File: src/rtl/adder_share_arb.sv
// adder_share_arb
//
// Round-robin arbiter and sequencer that shares one 8-bit ripple-carry adder
// among four requesters. A request is accepted only in IDLE. Its operands are
// registered, added in ADD, and the registered result is held in HOLD until
// the consumer takes it.
//
// Ports:
//   clk        single clock, rising edge
//   rst        synchronous, active-high reset
//   req_valid  [3:0]  per-requester valid
//   req_a      [31:0] operand A, requester i in bits [8i+7:8i]
//   req_b      [31:0] operand B, same packing
//   req_ready  [3:0]  one-hot combinational grant, only in IDLE
//   res_valid         result valid (HOLD)
//   res_ready         consumer accepts result
//   res_sum    [7:0]  (A + B) mod 256
//   res_carry         carry-out of bit 7
//   res_id     [1:0]  requester that owns the result
//   busy              high in ADD or HOLD

module adder_share_arb #(
   parameter int unsigned N_REQ = 4,
   parameter int unsigned WIDTH = 8
) (
   input  logic                   clk,
   input  logic                   rst,
   input  logic [N_REQ-1:0]       req_valid,
   input  logic [N_REQ*WIDTH-1:0] req_a,
   input  logic [N_REQ*WIDTH-1:0] req_b,
   output logic [N_REQ-1:0]       req_ready,
   output logic                   res_valid,
   input  logic                   res_ready,
   output logic [WIDTH-1:0]       res_sum,
   output logic                   res_carry,
   output logic [1:0]             res_id,
   output logic                   busy
);

   typedef enum logic [1:0] {StIdle, StAdd, StHold} state_e;

   state_e           state_q, state_d;
   logic [1:0]       ptr_q;
   logic [1:0]       id_q;
   logic [WIDTH-1:0] op_a_q, op_b_q;
   logic [WIDTH-1:0] sum_q;
   logic             carry_q;
   logic [1:0]       res_id_q;

   logic             gnt_found;
   logic [1:0]       gnt_idx;
   logic             accept;
   logic [WIDTH-1:0] add_sum;
   logic             add_carry;

   // First valid requester searching upward from ptr, wrapping 3 -> 0.
   always_comb begin
      logic [1:0] idx;
      gnt_found = 1'b0;
      gnt_idx   = ptr_q;
      for (int k = 0; k < 4; k++) begin
         idx = ptr_q + 2'(k);
         if (!gnt_found && req_valid[idx]) begin
            gnt_found = 1'b1;
            gnt_idx   = idx;
         end
      end
   end

   // Shared ripple-carry adder, carry-in tied low.
   always_comb begin
      logic c;
      c       = 1'b0;
      add_sum = '0;
      for (int i = 0; i < WIDTH; i++) begin
         add_sum[i] = op_a_q[i] ^ op_b_q[i] ^ c;
         c          = (op_a_q[i] & op_b_q[i]) | (c & (op_a_q[i] ^ op_b_q[i]));
      end
      add_carry = c;
   end

   // Next state and handshake outputs.
   always_comb begin
      state_d   = state_q;
      req_ready = '0;
      accept    = 1'b0;
      case (state_q)
         StIdle: begin
            if (gnt_found) begin
               req_ready[gnt_idx] = 1'b1;
               accept             = 1'b1;
               state_d            = StAdd;
            end
         end
         StAdd: state_d = StHold;
         StHold: begin
            if (res_ready) state_d = StIdle;
         end
         default: state_d = StIdle;
      endcase
      // A grant in a reset cycle would be discarded, so do not advertise it.
      if (rst) req_ready = '0;
   end

   always_ff @(posedge clk) begin
      if (rst) begin
         state_q <= StIdle;
      end else begin
         state_q <= state_d;
      end
   end

   always_ff @(posedge clk) begin
      if (rst) begin
         ptr_q    <= '0;
         id_q     <= '0;
         op_a_q   <= '0;
         op_b_q   <= '0;
         sum_q    <= '0;
         carry_q  <= 1'b0;
         res_id_q <= '0;
      end else begin
         if (accept) begin
            op_a_q <= req_a[WIDTH*32'(gnt_idx) +: WIDTH];
            op_b_q <= req_b[WIDTH*32'(gnt_idx) +: WIDTH];
            id_q   <= gnt_idx;
            ptr_q  <= gnt_idx + 2'd1;
         end
         if (state_q == StAdd) begin
            sum_q    <= add_sum;
            carry_q  <= add_carry;
            res_id_q <= id_q;
         end
      end
   end

   assign res_valid = (state_q == StHold) && !rst;
   assign res_sum   = sum_q;
   assign res_carry = carry_q;
   assign res_id    = res_id_q;
   assign busy      = (state_q != StIdle);

endmodule

File: config.mk
export PLATFORM = sky130hd
export DESIGN_NAME = adder_share_arb
export DESIGN_NICKNAME = d
export VERILOG_FILES = /design/src/rtl/adder_share_arb.sv
export SDC_FILE = /design/constraint.sdc
export NUM_CORES = 1
export LEC_CHECK = 0
export CORE_AREA = 4 4 63 65
export DETAILED_ROUTE_END_ITERATION = 6
export DIE_AREA = 0 0 67 69
export DONT_BUFFER_PORTS = 1
export PLACE_DENSITY = 0.74
export SETUP_SLACK_MARGIN = 0.3
export SYNTH_ARGS = -nofsm -noshare
export SYNTH_HDL_FRONTEND = slang
export SYNTH_SLANG_ARGS = --single-unit
File: constraint.sdc
create_clock -name clk -period 3.8 [get_ports clk]
set_clock_uncertainty 0.2 [all_clocks]
set_input_delay 0 -clock clk [delete_from_list [all_inputs] [get_ports clk]]
set_output_delay 0 -clock clk [all_outputs]
set_load 0.01 [all_outputs]
# Yosys cells after proc, flatten, opt, wreduce, memory -nomap -nowiden
# Cells that the tools add are included.
# totals
mem_bits_ro	0
mem_bits_rw	0
regBits	33
output_inout_bits	17
latch_bits	0
mem_count	0
input_bits	71
wordCells	98
# classes
eq_ne	4
multipliers	0
order_cmp	6
n_bitwise	37
n_mux	25
shifts	2
n_addsub	4
reduce_logical	12
n_div	0
# op_table
operator	count
variable part select 32 x 6 -> 8 bit	2
AND 1 bit	15
less-than comparator 2 x 3 -> 1 bit, second input constant	5
XOR 1 bit	15
2-to-1 mux 4 bit	3
2-to-1 mux 1 bit	11
2-to-1 mux 2 bit	5
binary-select mux 1 bit (select 2 bit)	4
OR 1 bit	7
case mux 2 bit (3 select lines)	1
logical AND 1 bit	5
adder 2 x 1 -> 2 bit, second input constant	2
adder 2 bit, second input constant	2
zero test 1 bit	4
!= test 2 bit, second input constant	2
demux 1 bit (select 2 bit)	1
== test 2 x 1 -> 1 bit, second input constant	1
== test 2 bit, second input constant	1
greater-or-equal comparator 2 x 1 -> 1 bit, second input constant	1
zero test 2 bit	1
AND reduction 2 bit	1
nonzero test 2 bit	1

# Longest topological paths before layout
# Gate-level depths: netlist of run 1.
# depth
depth_word	19
ltp_mapped	10
mapped_depth_nobuf	10

# Worst setup path after synthesis of run 1
# No wires, ideal clock.
# synth_path
path_type	register to register
start	register op_a_q[0]
end	register sum_q[7] (netlist: res_sum[7])
stages_incl_launch_ff	11
n_path_buf	0
synth_period_minus_slack_ns	3.654
setup_time_ns	0.086
arrival_ns	3.369
path_slack_ns	0.146
required_time_ns	3.514
path_cell_list	dfxtp_1 -> ha_1 -> fa_1 -> fa_1 -> fa_1 -> fa_1 -> fa_1 -> fa_1 -> inv_1 -> fa_1 -> a211oi_1
# synth_between
elab_chain_len	14
# synth_lines
item	line	rtl
start: declaration	45	logic [WIDTH-1:0] op_a_q, op_b_q;
start signal: assignment	124	op_a_q <= req_a[WIDTH*32'(gnt_idx) +: WIDTH];
AND 1 bit (2 in series)	77	c = (op_a_q[i] & op_b_q[i]) | (c & (op_a_q[i] ^ op_b_q[i]));
OR 1 bit	77	
AND 1 bit	77	
OR 1 bit	77	
AND 1 bit	77	
OR 1 bit	77	
AND 1 bit	77	
OR 1 bit	77	
AND 1 bit	77	
OR 1 bit	77	
AND 1 bit	77	
OR 1 bit	77	
XOR 1 bit	76	add_sum[i] = op_a_q[i] ^ op_b_q[i] ^ c;
end signal: assignment	130	sum_q <= add_sum;
end: declaration	46	logic [WIDTH-1:0] sum_q;
# No other way between the ends.
# A chain may end at the register's enable or synchronous reset.

# Worst setup path after layout of run 1
# Same ends and word-level chain as after synthesis.

==> results of run 1 <==
cell families (layout without fill, tap and decap cells):
family	Yosys count	count (layout)	share of synthesized area, %
compound gates	39	39	14.62
fa+ha+maj	12	12	10.86
buf+inv	16	76	5.633
flops	33	33	35.41
mux	32	32	17.17
simple gates	65	65	16.30
final timing paths:
kind	startpoint	end	slack [ns]	cells past startpoint
worst min register to register	res_sum[6]	res_sum[6]	0.32	2
worst max register to register	op_a_q[0]	res_sum[7]	0.19	10
worst min-delay path	rst	req_ready[0]	0.04	2
worst max-delay path	op_a_q[0]	res_sum[7]	0.19	10
timing repair:
item	CTS	global route
hold endpoints to repair	34	0
gates cloned	0	0
endpoints found under the setup margin	1	14
hold buffers	62	0
gates resized for setup	1	2
synth_stat cells:
master     number
nor2_2          1
a2bb2oi_1       1
nand2_1        42
o21ai_0         2
ha_1            5
nor3b_1         1
or3b_2          1
a21o_1          1
a211oi_1        3
clkbuf_1        4
mux2i_1        32
nor2b_1         2
a21oi_1        15
and2b_1         2
buf_8           1
nor3_1          1
buf_1           2
dfxtp_1        33
and2_1          4
nand2b_1        1
or2_1           1
and3b_1         1
nand2_4         1
inv_2           1
fa_1            7
buf_2           1
inv_1           5
o221ai_1       17
or4_4           1
buf_12          2
nor2_1          6
per-layer routing:
layer / global-route usage, % / wire length, µm
met1: 25.85 / 1933
met5: 0 / 0
met3: 6.331 / 410
met2: 44.32 / 2873
met4: 7.432 / 89
critical path, stage by stage (launching register included):
cell and delay (ns):
dfxtp_1 0.33, ha_1 0.21, fa_2 0.34, fa_2 0.35, fa_2 0.34, fa_2 0.37, fa_2 0.35, fa_1 0.38
inv_1 0.08, fa_1 0.42, a211oi_2 0.17
through the flow:
step / power, W / hold slack (ns) / instances
floorplan: 0.0007116 / -0.01353 / 197
CTS: 0.001139 / 0.04218 / 303
global route: 0.001219 / 0.05204 / 303
finish: 0.001153 / 0.04381 / 303
global placement: 0.0007302 / -0.1417 / 233
detailed placement: 0.0007467 / -0.1417 / 233
final cells by class:
type	instances	area, µm²	share of cell area, %
multi-input cells	148	1126	43.77
flip-flops and latches	33	660.6	25.68
repair buffers	62	620.6	24.12
well taps	46	57.56	2.237
clock buffers	7	55.05	2.140
clock inverters	1	30.03	1.167
inverters	6	22.52	0.8755
flip-flops by register name, summed over array words and instances (netlist names):
signal,flops
op_b_q,8
ptr_q,2
state_q,2
res_id,2
res_sum,8
id_q,2
op_a_q,8
res_carry,1
placed cells by master, fill, tap and decap left out, types with 2 or more instances in the layout:
master | netlist | final
dlygate4sd3_1 | 0 | 62
nand2_1 | 42 | 42
dfxtp_1 | 33 | 33
mux2i_1 | 32 | 32
o221ai_1 | 17 | 17
a21oi_1 | 15 | 15
nor2_1 | 6 | 6
inv_1 | 5 | 5
fa_2 | 0 | 5
ha_1 | 5 | 5
clkbuf_4 | 0 | 5
and2_1 | 4 | 4
nor2b_1 | 2 | 2
and2b_1 | 2 | 2
o21ai_0 | 2 | 2
a211oi_1 | 3 | 2
fa_1 | 7 | 2
power groups by stage:
stage	logic (W)	clock network, W	registers (W)
after floorplan	0.000258	0	0.000453
after global routing	0.000459	0.000289	0.000471
after global placement	0.000265	0	0.000465
after detailed placement	0.000277	0	0.000470
final	0.000417	0.000273	0.000463
after CTS	0.000402	0.000276	0.000462
==> results.cfg, run 1 <==
[sta]
final-setup-viol-count = 0
setup_slack_ns = 0.1901
worst-slew-pin-transition_ns = 1.057
tns_ns = 0
finalCriticalPeriod_ns = 3.610
relSlewSlack_pct = 29.24
final.period_utilization_pct = 95.00
hold_viol = 0
max_freq_mhz = 277.0
finalMaxSlewViolations = 0
grt_setup_unrepaired = yes

[setup_path]
worstSetupPathType = flip-flop to flip-flop
cp_max_fo = 2
cp.required_ns = 3.87
worstPathArrival_ns = 3.68
endpoint_kind = flip-flop
cp-start-kind = flip-flop

[power_and_ir_drop]
irDropWorstVdd_v = 0.0002918
p_int_w = 0.0007924
clkPwrFrac_pct = 23.7
p_leak_nw = 1.065
switching_share_pct = 31.27
p_seq_share_pct = 40.1
power_density_nw_per_um2 = 448.2
p_comb_share_pct = 36.1
p_switching_w = 0.0003606

[cts]
clk_pin_slew_ns = 0.10
cts_max_path_buffers = 2
cts_setup_buffers = 0
htreeDepth = 2
clock_latency_ns = 0.33
clockRootBuffer = clkbuf_4
cts.sinks = 33
cts_tree = done
cts_made_buffers = 5

[placement]
place_congestion = 0.7301
io_buffers = 0
place_ws_ns = 0.1704
dpl.hpwl_um = 3325
place_area_um2 = 1851

[synthesis]
syn-num-nets = 280
yosysTopAreaCellShare_pct = 35.41
ys_seq_area_share_pct = 35.41
synth_area_leaders = dfxtp_1, mux2i_1, nand2_1, o221ai_1, fa_1
syn_inst = 197
syn_area_um2 = 1866
syn_area_per_cell_um2 = 9.470
synth_largest_area_cell = dfxtp_1
synth_cell_types = 31
synth-seq-cells = 33
ys_warn_count = 0

[layout]
diodes = 0
final_nets = 339
fin_util_pct = 77.09
area_delta_synth_final_pct = 37.89
nFillCells = 244
drive_gt1_share_pct = 7.004
final_area_um2 = 2572

[routing]
route.vias.total = 1742
drc_errors = 0
post_drt_wl_per_cell_um = 17.51
routed_wl_um = 5306
drt_iter0_drc = 56
ant_nets = 0
drtPass1Iterations = 4
viasPerCell = 5.749

[worst_hold_path]
min_path_type = primary input to output pin

[floorplan]
core_area_um2 = 3337
die_w_um = 67
start_util_pct = 55.91
die_h_um = 69
rows = 21
ios = 88
dieArea_um2 = 4623

[global_route]
grt_usage_pct = 24.08
grt_pass1_wl_um = 8659
grt_pass1_vias = 1934
grt_max_degree = 37
overflow = 0
antenna_found_initial = 0

[run]
cap_viol_max_count = 0

[status]
status = finished, final reports clean
No activity file was read; power rests on OpenSTA's default activity.
==> inputs of run 2 (changes only) <==
--- a/constraint.sdc
+++ b/constraint.sdc
@@ -4,2 +4,2 @@
 set_output_delay 0 -clock clk [all_outputs]
-set_load 0.01 [all_outputs]
+set_load 0.1 [all_outputs]
==> results.cfg, run 2 (synthesized netlist as in run 1, its figures left out) <==
[run]
cap_viol_max_count = 0

[floorplan]
core_area_um2 = 3337
dieArea_um2 = 4623
start_util_pct = 55.91
ios = 88
die_h_um = 69
rows = 21
die_w_um = 67

[routing]
drtPass1Iterations = 4
ant_nets = 0
drc_errors = 0
post_drt_wl_per_cell_um = 18.86
routed_wl_um = 5828
route.vias.total = 1803
viasPerCell = 5.835
drt_iter0_drc = 83

[setup_path]
cp-start-kind = flip-flop
slowest_delay_ns = 0.42
path_cells = ha_2 > fa_2 > fa_2 > fa_2 > fa_2 > fa_2 > fa_2 > inv_2 > fa_1 > a211oi_2
path_common_cell = fa_2
cp.required_ns = 3.87
worstPathArrival_ns = 3.62
cp_slowest_cell = fa_1
endpoint_kind = flip-flop
worstSetupPathType = flip-flop to flip-flop
cp_max_fo = 2

[sta]
grt_setup_unrepaired = yes
final-setup-viol-count = 0
max_freq_mhz = 281.6
setup_slack_ns = 0.2486
tns_ns = 0
finalMaxSlewViolations = 0
finalCriticalPeriod_ns = 3.551
relSlewSlack_pct = 31.93
final.period_utilization_pct = 93.46
worst-slew-pin-transition_ns = 1.021
hold_ws_ns = 0.005263
hold_viol = 0

[placement]
place_ws_ns = 0.1365
dp_cells = 236
place_area_um2 = 1898
dpl.hpwl_um = 3502
io_buffers = 0
place_congestion = 0.7346

[cts]
cts_made_buffers = 5
clock_latency_ns = 0.34
cts_max_path_buffers = 2
cts_tree = done
clk_pin_slew_ns = 0.11
cts.sinks = 33
clockRootBuffer = clkbuf_4
htreeDepth = 2

[layout]
diodes = 0
multi_input_area_um2 = 1139
final_nets = 345
final_common_cell = dlygate4sd3_1
regArea_um2 = 661.9
area_delta_synth_final_pct = 40.91
post_layout_nonfiller_instances = 309
drive_gt1_share_pct = 10.65
most-common-layout-cells = dlygate4sd3_1, nand2_1, mux2i_1, dfxtp_1, o221ai_1
final_area_um2 = 2629
nFillCells = 214

[global_route]
overflow = 0
grt_pass1_wl_um = 9156
grt_usage_pct = 25.92
grt_pass1_vias = 2003
grt_max_degree = 37
antenna_found_initial = 0

[power_and_ir_drop]
irDropWorstVdd_v = 0.0003145
p_leak_nw = 1.084
power_density_nw_per_um2 = 469.3

[status]
status = finished, final reports clean

[worst_hold_path]
min_path_type = primary input to output pin
[run 2: changes by cell type in the layout (fill, tap and decap cells not counted), sizes merged]
cell,change
clkinv,+2
bufinv,-1
dlygate4sd3,+3
clkbuf,-2
clkinvlp,+1
buf,+3
[run 2: path summary, 6_finish.rpt]
| kind | slack (ns) | to | cells after the start | from |
|---|---|---|---|---|
| worst max-delay path | 0.25 | res_sum[7] | 10 | op_a_q[0] |
| worst min-delay path | 0.005 | res_valid | 2 | rst |
| worst max register to register | 0.25 | res_sum[7] | 10 | op_a_q[0] |
| worst min register to register | 0.35 | ptr_q[0] | 2 | ptr_q[0] |
[run 2: where the power goes]
group          total (W)  switching (W)  internal [W]  leakage (nW)
Clock           0.000198       0.000128     0.0000697        0.0310
Combinational   0.000480       0.000240      0.000240         0.781
Sequential      0.000556       0.000151      0.000404         0.272
Total            0.00123       0.000520      0.000714          1.08
[run 2: final cells by class]
| cell class | count | area share, % |
|---|---|---|
| well taps | 46 | 2.189 |
| clock inverters | 3 | 0.6663 |
| repair buffers | 68 | 26.37 |
| multi-input cells | 148 | 43.31 |
| flip-flops and latches | 33 | 25.18 |
| inverters | 6 | 0.8567 |
| clock buffers | 5 | 1.428 |
[run 2: timing repair]
item / CTS / global route
pin swaps: 1 / 1
hold buffers: 65 / 1
setup endpoints to repair: 1 / 18
endpoints found under the hold margin: 33 / 1
setup buffers: 0 / 0
resized for setup: 5 / 3
[run 2: critical path, delay by kind of cell, from the launching register on]
kind / cells / cell delay (ns)
AOI/OAI and AO/OA: 1 / 0.19
adders and majority gates: 8 / 2.67
buffers and inverters: 1 / 0.07
DFF: 1 / 0.35
[run 2: through the flow]
stage	utilization, %	power (W)
after floorplan	-	0.0008436
after global placement	56.88	0.0008675
after detailed placement	56.88	0.0008866
after CTS	78.37	0.001204
after global routing	78.78	0.001293
final	78.78	0.001234
[run 2: metal layers]
layer / wire length (µm) / track usage (%) / up-vias
met4: 222 / 11.49 / 0
met5: 0 / 0 / -
li1: - / - / 831
met3: 463 / 7.955 / 21
met1: 1981 / 25.51 / 855
met2: 3160 / 47.71 / 96
==> inputs of run 3 (changes only) <==
HOLD_SLACK_MARGIN = 0.06   (was default)
==> results.cfg, run 3 (synthesized netlist as in run 1, its figures left out) <==
[floorplan]
die_h_um = 69
ios = 88
core_area_um2 = 3337
rows = 21
die_w_um = 67
dieArea_um2 = 4623
start_util_pct = 55.91

[cts]
cts_setup_buffers = 0
htreeDepth = 2
clk_pin_slew_ns = 0.10
clockRootBuffer = clkbuf_4
clock_latency_ns = 0.34
cts_tree = done
cts_max_path_buffers = 2
cts.sinks = 33
cts_made_buffers = 5

[routing]
routed_wl_um = 5701
ant_nets = 0
viasPerCell = 5.617
drtPass1Iterations = 4
drc_errors = 0
drt_iter0_drc = 72
post_drt_wl_per_cell_um = 18.04
route.vias.total = 1775

[global_route]
grt_pass1_vias = 1978
grt_pass1_wl_um = 9108
grt_max_degree = 37
antenna_found_initial = 0
overflow = 0
grt_usage_pct = 25.67

[power_and_ir_drop]
power_density_nw_per_um2 = 460.7
irDropWorstVdd_v = 0.0003148
power_w = 0.001240
p_leak_nw = 1.128

[layout]
final_common_cell = dlygate4sd3_1
most-common-layout-cells = dlygate4sd3_1, nand2_1, mux2i_1, dfxtp_1, o221ai_1
final_area_um2 = 2691
drive_gt1_share_pct = 10.41
area_delta_synth_final_pct = 44.27
final_nets = 351

[placement]
io_buffers = 0
dpl.hpwl_um = 3502
place_congestion = 0.7346
place_area_um2 = 1898

[setup_path]
cp_num_buf_inv = 1
worstPathArrival_ns = 3.60
r2r_start = op_a_q[0]
worstSetupPathType = flip-flop to flip-flop
reg2regPathDepth = 10
rrSetupSlack_ns = 0.27
cp-start-kind = flip-flop
cp_slowest_cell = fa_1
path_cells = ha_2 > fa_2 > fa_2 > fa_2 > fa_2 > fa_2 > fa_2 > inv_2 > fa_1 > a211oi_2
reg2reg_to = res_sum[7]
path_common_cell = fa_2
cp_max_fo = 2
slowest_delay_ns = 0.42
endpoint_kind = flip-flop
critPathTopFamily = adder cells
cp.required_ns = 3.87

[sta]
max_freq_mhz = 283.2
final.period_utilization_pct = 92.93
grt_setup_unrepaired = yes
tns_ns = 0
worst-slew-pin-transition_ns = 1.024
finalCriticalPeriod_ns = 3.531
final-setup-viol-count = 0
finalMaxSlewViolations = 0
hold_viol = 0
relSlewSlack_pct = 31.71

[status]
status = finished, final reports clean

[worst_hold_path]
min_path_cells = 2
hold_end = ptr_q[0]
hp-start = rst
min_path_type = primary input to flip-flop

[run]
cap_viol_max_count = 0
[run 3: cell types whose count changed in the layout (fill, tap and decap cells not counted)]
cell,before,now
dlygate4sd3_1,65,71
diode_2,0,1
[run 3: report_power, final]
| group | internal, W | total (W) | switching, W |
|---|---|---|---|
| combinational | 0.000250 | 0.000488 | 0.000237 |
| sequential | 0.000404 | 0.000555 | 0.000150 |
| clock | 0.0000697 | 0.000197 | 0.000128 |
| total | 0.000725 | 0.00124 | 0.000515 |
[run 3: routing by layer]
metal / vias to the layer above / share of wire [%] / GRT usage [%]
met5: - / 0 / 0
met4: 0 / 3.1 / 11.71
met3: 18 / 7.9 / 8.279
met2: 78 / 54 / 45.41
met1: 835 / 35 / 26.57
li1: 844 / - / -
[run 3: how the worst max path moves through the flow]
| stage | startpoint | to | depth (start not counted) |
|---|---|---|---|
| floorplan | op_a_q[0] | res_sum[7] | 10 |
| global placement | op_a_q[0] | res_sum[7] | 10 |
| detailed placement | op_a_q[0] | res_sum[7] | 10 |
| CTS | op_a_q[0] | res_sum[7] | 10 |
| global route | op_a_q[0] | res_sum[7] | 10 |
| finish | op_a_q[0] | res_sum[7] | 10 |
[run 3: timing repair]
item                       4_1_cts  5_1_grt
hold buffers                    70        1
hold endpoints to repair        34        1
pin swaps                        1        0
setup endpoints to repair        1       19
gates resized for setup          5        3
cloned                           0        0
[run 3: final cells by class]
cell class	instances	area [µm²]
Sequential cell	33	661.9
Inverter	6	22.52
Antenna cell	1	2.502
Clock inverter	3	17.52
Fill cell	203	645.6
Clock buffer	5	37.54
Multi-Input combinational cell	148	1139
Tap cell	46	57.56
Timing Repair Buffer	74	753.2
[run 3: worst reg2reg max path, delay by kind of cell, from the launching register on]
family | cells | cell delay, ns
flops | 1 | 0.35
buf+inv | 1 | 0.07
fa+ha+maj | 8 | 2.67
compound gates | 1 | 0.18
[run 3: metrics by stage]
step / utilization (%) / std cells / setup WS, ns / hold slack [ns]
finish: 80.65 / 316 / 0.2686 / 0.06441
global route: 80.58 / 315 / 0.1769 / 0.07325
CTS: 79.87 / 314 / 0.2398 / 0.06192
detailed placement: 56.88 / 236 / 0.1365 / -0.1261
global placement: 56.88 / 236 / 0.2466 / -0.1276
floorplan: - / 197 / 0.3045 / -0.01353
